## config.mk

```make
export PLATFORM = sky130hd
export DESIGN_NAME = dmem_arbiter
export DESIGN_NICKNAME = d
export VERILOG_FILES = /design/src/rtl/dmem_arb_pkg.sv /design/src/rtl/dmem_arb_rr.sv /design/src/rtl/dmem_arbiter.sv
export SDC_FILE = /design/constraint.sdc
export NUM_CORES = 1
export LEC_CHECK = 0
export CORE_AREA = 5 5 99 101
export DETAILED_ROUTE_END_ITERATION = 6
export DIE_AREA = 0 0 104 106
export DONT_BUFFER_PORTS = 1
export HOLD_SLACK_MARGIN = 0.08
export PLACE_DENSITY = 0.52
export SLEW_MARGIN = 40
export SYNTH_ARGS = -nofsm -noshare
export SYNTH_HDL_FRONTEND = slang
export SYNTH_HIERARCHICAL = 1
export SYNTH_SLANG_ARGS = --single-unit
```

## constraint.sdc

```tcl
create_clock -name clk -period 1.96 [get_ports clk]
set_clock_uncertainty 0.2 [all_clocks]
set_input_delay 0.196 -clock clk [delete_from_list [all_inputs] [get_ports clk]]
set_output_delay 0.196 -clock clk [all_outputs]
set_load 0.05 [all_outputs]
```

## src/rtl/dmem_arb_pkg.sv

```systemverilog
// dmem_arb_pkg
// Shared definitions for the data-SRAM arbiter:
//   - arb_state_e : arbiter FSM states (ARB = normal round-robin,
//                   LOCK = master 1 owns the SRAM for a bounded burst)
//   - M0 / M1     : master index values used for the pointer and owner tags
//   - CEN_ON, WEN_WR, WEN_RD : SRAM control polarities (active low)
//   - CNT_W       : width of the burst counter (MAX_BURST can be up to 255)
package dmem_arb_pkg;

    typedef enum logic {
        ARB  = 1'b0,
        LOCK = 1'b1
    } arb_state_e;

    localparam logic M0 = 1'b0;
    localparam logic M1 = 1'b1;

    localparam logic CEN_ON = 1'b0;
    localparam logic WEN_WR = 1'b0;
    localparam logic WEN_RD = 1'b1;

    localparam int CNT_W = 8;

endpackage

```

## src/rtl/dmem_arb_rr.sv

```systemverilog
// dmem_arb_rr
// Two-way round-robin picker. Purely combinational.
// Ports:
//   req[1:0] in   request vector, bit i = master i
//   ptr      in   master that wins when both request (M0 or M1)
//   gnt[1:0] out  one-hot grant (all zero when nobody requests)
// A lone requester always wins regardless of the pointer.
module dmem_arb_rr
    import dmem_arb_pkg::*;
(
    input  logic [1:0] req,
    input  logic       ptr,
    output logic [1:0] gnt
);

    always_comb begin
        gnt = 2'b00;
        if (req[0] && (!req[1] || (ptr == M0))) begin
            gnt = 2'b01;
        end else if (req[1]) begin
            gnt = 2'b10;
        end
    end

endmodule

```

## src/rtl/dmem_arbiter.sv

```systemverilog
// dmem_arbiter
// Two-master arbiter and sequencer for a single-port synchronous SRAM with
// active-low controls. Master 0 is the CPU data port, master 1 the
// loader/debug port. Each cycle one requester is granted (combinationally);
// the accepted command appears on the SRAM pins the next cycle and read data
// is routed back to its owner the cycle after that.
//
// Handshake: a request is accepted in a cycle where mX_req and mX_gnt are
// both high. A master keeps req/we/addr/wdata stable until it sees gnt.
// rvalid is a single-cycle pulse with no back-pressure; rdata is meaningful
// only while the owner's rvalid is high.
//
// Ports:
//   clk, rst                 clock, synchronous active-high reset
//   m0_req/we/addr/wdata     master 0 request; m0_gnt accept strobe
//   m0_rvalid/m0_rdata       master 0 read return
//   m1_*                     same for master 1, plus m1_lock (burst lock)
//   CEN, WEN, OEN, A, D      SRAM command pins (registered; OEN tied low)
//   Q                        SRAM read data, valid the cycle after a read
//   dbg_state                FSM state (0 = ARB, 1 = LOCK)
//   dbg_ptr                  round-robin pointer (0 = master 0)
module dmem_arbiter
    import dmem_arb_pkg::*;
#(
    parameter int ADDR_W    = 7,
    parameter int DATA_W    = 32,
    parameter int MAX_BURST = 8
) (
    input  logic              clk,
    input  logic              rst,

    input  logic              m0_req,
    input  logic              m0_we,
    input  logic [ADDR_W-1:0] m0_addr,
    input  logic [DATA_W-1:0] m0_wdata,
    output logic              m0_gnt,
    output logic              m0_rvalid,
    output logic [DATA_W-1:0] m0_rdata,

    input  logic              m1_req,
    input  logic              m1_we,
    input  logic [ADDR_W-1:0] m1_addr,
    input  logic [DATA_W-1:0] m1_wdata,
    input  logic              m1_lock,
    output logic              m1_gnt,
    output logic              m1_rvalid,
    output logic [DATA_W-1:0] m1_rdata,

    output logic              CEN,
    output logic              WEN,
    output logic              OEN,
    output logic [ADDR_W-1:0] A,
    output logic [DATA_W-1:0] D,
    input  logic [DATA_W-1:0] Q,

    output logic              dbg_state,
    output logic              dbg_ptr
);

    localparam logic [CNT_W-1:0] MAX_C = CNT_W'(MAX_BURST);

    // ------------------------------------------------------------------
    // Arbitration FSM state
    // ------------------------------------------------------------------
    arb_state_e       state_q, state_d;
    logic             ptr_q, ptr_d;
    logic [CNT_W-1:0] cnt_q, cnt_d;
    logic [CNT_W-1:0] cnt_inc;

    logic       lock_hold;
    logic       rr_ptr;
    logic [1:0] rr_gnt;

    // Command register stage
    logic              cen_q, cen_d;
    logic              wen_q, wen_d;
    logic [ADDR_W-1:0] a_q, a_d;
    logic [DATA_W-1:0] d_q, d_d;
    logic              own_q, own_d;

    // Return-tag stage
    logic rvalid_q, rvalid_d;
    logic rown_q, rown_d;

    logic accept;
    logic sel;

    // In LOCK, master 1 keeps the SRAM only while it both requests and holds
    // the lock. Any other LOCK cycle is an exit cycle and is arbitrated like
    // ARB with master 0 favoured, since master 0 was starved by the burst.
    assign lock_hold = (state_q == LOCK) && m1_req && m1_lock;
    assign rr_ptr    = (state_q == LOCK) ? M0 : ptr_q;

    dmem_arb_rr u_rr (
        .req ({m1_req, m0_req}),
        .ptr (rr_ptr),
        .gnt (rr_gnt)
    );

    assign m0_gnt = lock_hold ? 1'b0 : rr_gnt[0];
    assign m1_gnt = lock_hold ? 1'b1 : rr_gnt[1];

    always_comb begin
        state_d = state_q;
        ptr_d   = ptr_q;
        cnt_d   = cnt_q;
        cnt_inc = cnt_q + CNT_W'(1);

        if (lock_hold) begin
            // Burst continues; the grant that reaches MAX_BURST ends it and
            // hands priority to master 0.
            if (cnt_inc >= MAX_C) begin
                state_d = ARB;
                ptr_d   = M0;
                cnt_d   = '0;
            end else begin
                cnt_d   = cnt_inc;
            end
        end else begin
            state_d = ARB;
            ptr_d   = rr_ptr;
            cnt_d   = '0;
            if (m0_req && m1_req) begin
                ptr_d = rr_gnt[0] ? M1 : M0;
            end
            if (rr_gnt[1] && m1_lock) begin
                if (MAX_C <= CNT_W'(1)) begin
                    // A one-grant burst ends as soon as it starts.
                    ptr_d = M0;
                end else begin
                    state_d = LOCK;
                    cnt_d   = CNT_W'(1);
                end
            end
        end
    end

    always_ff @(posedge clk) begin
        if (rst) begin
            state_q <= ARB;
            ptr_q   <= M0;
            cnt_q   <= '0;
        end else begin
            state_q <= state_d;
            ptr_q   <= ptr_d;
            cnt_q   <= cnt_d;
        end
    end

    // ------------------------------------------------------------------
    // Command register stage
    // ------------------------------------------------------------------
    assign accept = (m0_gnt && m0_req) || (m1_gnt && m1_req);
    assign sel    = m1_gnt ? M1 : M0;

    always_comb begin
        cen_d = ~CEN_ON;
        wen_d = WEN_RD;
        a_d   = a_q;
        d_d   = d_q;
        own_d = own_q;
        if (accept) begin
            cen_d = CEN_ON;
            if (sel == M1) begin
                wen_d = m1_we ? WEN_WR : WEN_RD;
                a_d   = m1_addr;
                d_d   = m1_wdata;
            end else begin
                wen_d = m0_we ? WEN_WR : WEN_RD;
                a_d   = m0_addr;
                d_d   = m0_wdata;
            end
            own_d = sel;
        end
    end

    always_ff @(posedge clk) begin
        if (rst) begin
            cen_q <= ~CEN_ON;
            wen_q <= WEN_RD;
            a_q   <= '0;
            d_q   <= '0;
            own_q <= M0;
        end else begin
            cen_q <= cen_d;
            wen_q <= wen_d;
            a_q   <= a_d;
            d_q   <= d_d;
            own_q <= own_d;
        end
    end

    // ------------------------------------------------------------------
    // Return-tag stage: a read on the pins this cycle returns next cycle.
    // ------------------------------------------------------------------
    always_comb begin
        rvalid_d = (cen_q == CEN_ON) && (wen_q == WEN_RD);
        rown_d   = own_q;
    end

    always_ff @(posedge clk) begin
        if (rst) begin
            rvalid_q <= 1'b0;
            rown_q   <= M0;
        end else begin
            rvalid_q <= rvalid_d;
            rown_q   <= rown_d;
        end
    end

    assign m0_rvalid = rvalid_q && (rown_q == M0);
    assign m1_rvalid = rvalid_q && (rown_q == M1);
    assign m0_rdata  = Q;
    assign m1_rdata  = Q;

    assign CEN = cen_q;
    assign WEN = wen_q;
    assign OEN = 1'b0;
    assign A   = a_q;
    assign D   = d_q;

    assign dbg_state = logic'(state_q);
    assign dbg_ptr   = ptr_q;

endmodule
```

==> impl_metrics.py <==
metrics = {
    "outcome": {
        "status": "finished, violations left",
        "violations": "setup timing",
    },
    "global_routing": {
        "antenna_found_initial": 0,
        "overflow": 0,
        "grt_usage_pct": 16.7,
        "grt_pass1_wl_mm": 14.9,
        "grt_max_degree": 45,
        "grt_pass1_vias": 2859,
    },
    "power_and_ir_drop": {
        "power_mw": 3.05,
        "power_density_nw_per_um2": 685,
        "switching_share_pct": 36.5,
        "cellInternalPower_mw": 1.94,
        "combPwrFrac_pct": 38.8,
        "power_frac_seq_pct": 40.7,
        "pwr-share-clk_pct": 20.5,
        "p_leak_nw": 1.82,
        "p_switching_mw": 1.11,
        "irDropWorstVdd_uv": 276,
    },
    "sta": {
        "fmaxAchievable_mhz": 506,
        "min_period_ns": 1.98,
        "worst_slew_margin_rel_pct": 60.9,
        "final_max_slew_viol_count": 0,
        "rsz0062_at_grt": "true",
        "setup_violations": 3,
        "finalHoldViolations": 0,
        "layout_setup_ws_ns": -0.0159,
        "tightest_slew_ns": 0.585,
        "timing.final.crit_share_pct": 101,
        "fin_tns_setup_ns": -0.0326,
    },
    "clock_network": {
        "clk_path_buf_depth": 2,
        "clockRootBuffer": "clkbuf_8",
        "htreeDepth": 2,
        "cts_sinks": 54,
        "insertion_delay_ns": 0.30,
        "cts_tree": "done",
        "clk_pin_slew_worst_paths_ns": 0.09,
        "cts_buffers": 5,
    },
    "synth": {
        "yosysWarnings": 6,
        "synth_edf_count": 0,
        "synth_top_area_cell": "dfxtp_1",
        "ys_seq_area_share_pct": 38.4,
        "synth_top_area_share_pct": 38.4,
        "yosys-top-cells-area": "dfxtp_1, buf_4, a311oi_1",
        "synthesis.area_um2": 2810,
        "async_flop_share_pct": 0,
        "synth.distinct_cells": 31,
        "syn_avg_cell_area_um2": 8.13,
        "synth_flop_cell": "dfxtp_1",
        "yosys-top-cells-count": "nand2_1, buf_4, dfxtp_1",
        "synth_seq_cells": 54,
        "syn_inst": 346,
        "yosysMostFrequentCell": "nand2_1",
    },
    "layout": {
        "layout-drive-gt1-share_pct": 33.1,
        "n_antenna_cell": 0,
        "seq_area_um2": 1090,
        "area_growth_syn_to_layout_pct": 58.2,
        "fillCellCount": 749,
        "nets": 547,
        "multi_input_area_um2": 1440,
        "fin_cells": 540,
        "design_area_um2": 4450,
    },
    "worst_setup_path": {
        "cp_data_required_time_ns": 1.56,
        "arrival_ns": 1.58,
        "rr_worst_depth": 9,
        "r2r_slack_ns": -0.01,
        "end_kind": "output port",
        "reg2reg_to": "D[13]$_SDFFE_PP0N_",
        "r2r-start": "dbg_ptr$_SDFFE_PP0P_",
        "start_kind": "flip-flop",
        "crit_type": "reg2out",
        "crit_fanout": 5,
    },
    "routing": {
        "vias": 2744,
        "drc": 0,
        "postRouteWirelength_mm": 10.9,
        "wl_per_cell_um": 20.1,
        "avgViaCountPerCell": 5.08,
        "first_pass_iters": 4,
        "drtIter0Drc": 109,
        "ant_nets": 0,
    },
    "hold_path": {
        "hold_end": "dbg_ptr$_SDFFE_PP0P_",
        "hold_depth": 4,
        "hp-class": "in2reg",
        "hold_start": "m1_req",
    },
    "die": {
        "rows": 35,
        "boundaryPins": 229,
        "fp.dieH_um": 106,
        "die_w_um": 104,
        "coreArea_um2": 8930,
        "fp.dieArea_um2": 11000,
        "start_util_pct": 31.5,
    },
    "job": {
        "drv_cap": 0,
    },
    "placed_design": {
        "place_area_um2": 2770,
        "hpwl_mm": 4.69,
        "dp_cells": 424,
        "dp_slack_ns": -0.0985,
        "portBuffers": 0,
        "globalplace.congestion": 0.739,
    },
}
cell families (layout without fill, tap and decap cells):
group | count (synthesis) | in the layout | synth area share, %
AND/OR/NAND/NOR | 137 | 137 | 19.5
buffers and inverters | 92 | 170 | 23.2
AO/OA/AOI/OAI | 56 | 56 | 16.6
flip-flops | 54 | 54 | 38.4
XOR/XNOR | 3 | 3 | 0.934
adder cells (fa/ha/maj) | 2 | 2 | 0.889
other | 1 | 6 | 0.133
multiplexers | 1 | 1 | 0.356
worst max path at each step:
stage | slack (ns) | end | cells past startpoint | start
6_report | -0.02 | m1_gnt | 8 | dbg_ptr$_SDFFE_PP0P_
5_1_grt | -0.08 | D[18]$_SDFFE_PP0N_ | 10 | dbg_ptr$_SDFFE_PP0P_
4_1_cts | -0.005 | D[13]$_SDFFE_PP0N_ | 9 | dbg_ptr$_SDFFE_PP0P_
3_5_place_dp | -0.1 | D[4]$_SDFFE_PP0N_ | 8 | dbg_ptr$_SDFFE_PP0P_
3_3_place_gp | -0.05 | D[16]$_SDFFE_PP0N_ | 8 | dbg_ptr$_SDFFE_PP0P_
2_1_floorplan | 0.01 | A[0]$_SDFFE_PP0N_ | 9 | dbg_ptr$_SDFFE_PP0P_
timing repair:
item / CTS / global route
endpoints found under the setup margin: 42 / 46
hold buffers: 85 / 0
hold endpoints to repair: 47 / 0
pin swaps: 11 / 36
gates cloned: 6 / 7
buffers inserted: 13 / 2
gates resized for setup: 47 / 41
critical path, cell delays in order (launching register included):
cell	delay, ns
dfxtp_4	0.35
nor2b_4	0.13
inv_2	0.05
a21boi_2	0.06
buf_4	0.14
a31oi_4	0.18
inv_2	0.09
buf_12	0.14
buf_12	0.14
per-layer routing:
metal,vias to the layer above,global-route usage (%),wire length [µm]
met3,27,5.16,847
met1,1305,18.5,4350
met5,-,0,0
met4,0,5.74,331
li1,1269,-,-
met2,143,30.0,5340
placed cells by master (no fill, tap or decap), types with 6 or more instances in the layout:
master          n
nor2_2         10
nor2_1         22
clkbuf_16       6
buf_6           6
a311oi_2       31
a311oi_1        8
nor2_4         10
dfxtp_1        52
nand2_1        82
conb_1          6
buf_4          50
buf_12          6
dlygate4sd3_1  83
per-stage QoR:
| step | utilization (%) | hold WS, ns |
|---|---|---|
| floorplan | - | 0.143 |
| global placement | 31.0 | 0.0738 |
| detailed placement | 31.0 | 0.0758 |
| CTS | 47.2 | 0.119 |
| global route | 49.8 | 0.153 |
| finish | 49.8 | 0.134 |
sequential cells by signal (all words and copies together), names as in the netlist:
signal / flops
cnt_q: 8
WEN: 1
rown_q: 1
D: 32
dbg_ptr: 1
rvalid_q: 1
dbg_state: 1
CEN: 1
A: 7
own_q: 1
power groups by stage:
stage / clock network [mW] / logic, mW / registers, mW
CTS: 0.660 / 1.07 / 1.24
floorplan: 0 / 0.626 / 1.53
global route: 0.692 / 1.24 / 1.25
detailed placement: 0 / 0.711 / 1.26
finish: 0.624 / 1.18 / 1.24
global placement: 0 / 0.704 / 1.26
layout make-up:
| class | count | area share, % |
|---|---|---|
| Timing Repair Buffer | 157 | 37.8 |
| Multi-Input combinational cell | 205 | 32.4 |
| Sequential cell | 54 | 24.4 |
| Tap cell | 111 | 3.12 |
| Clock buffer | 6 | 1.63 |
| Inverter | 5 | 0.421 |
| Clock inverter | 2 | 0.309 |
No activity file was read; power rests on OpenSTA's default activity.
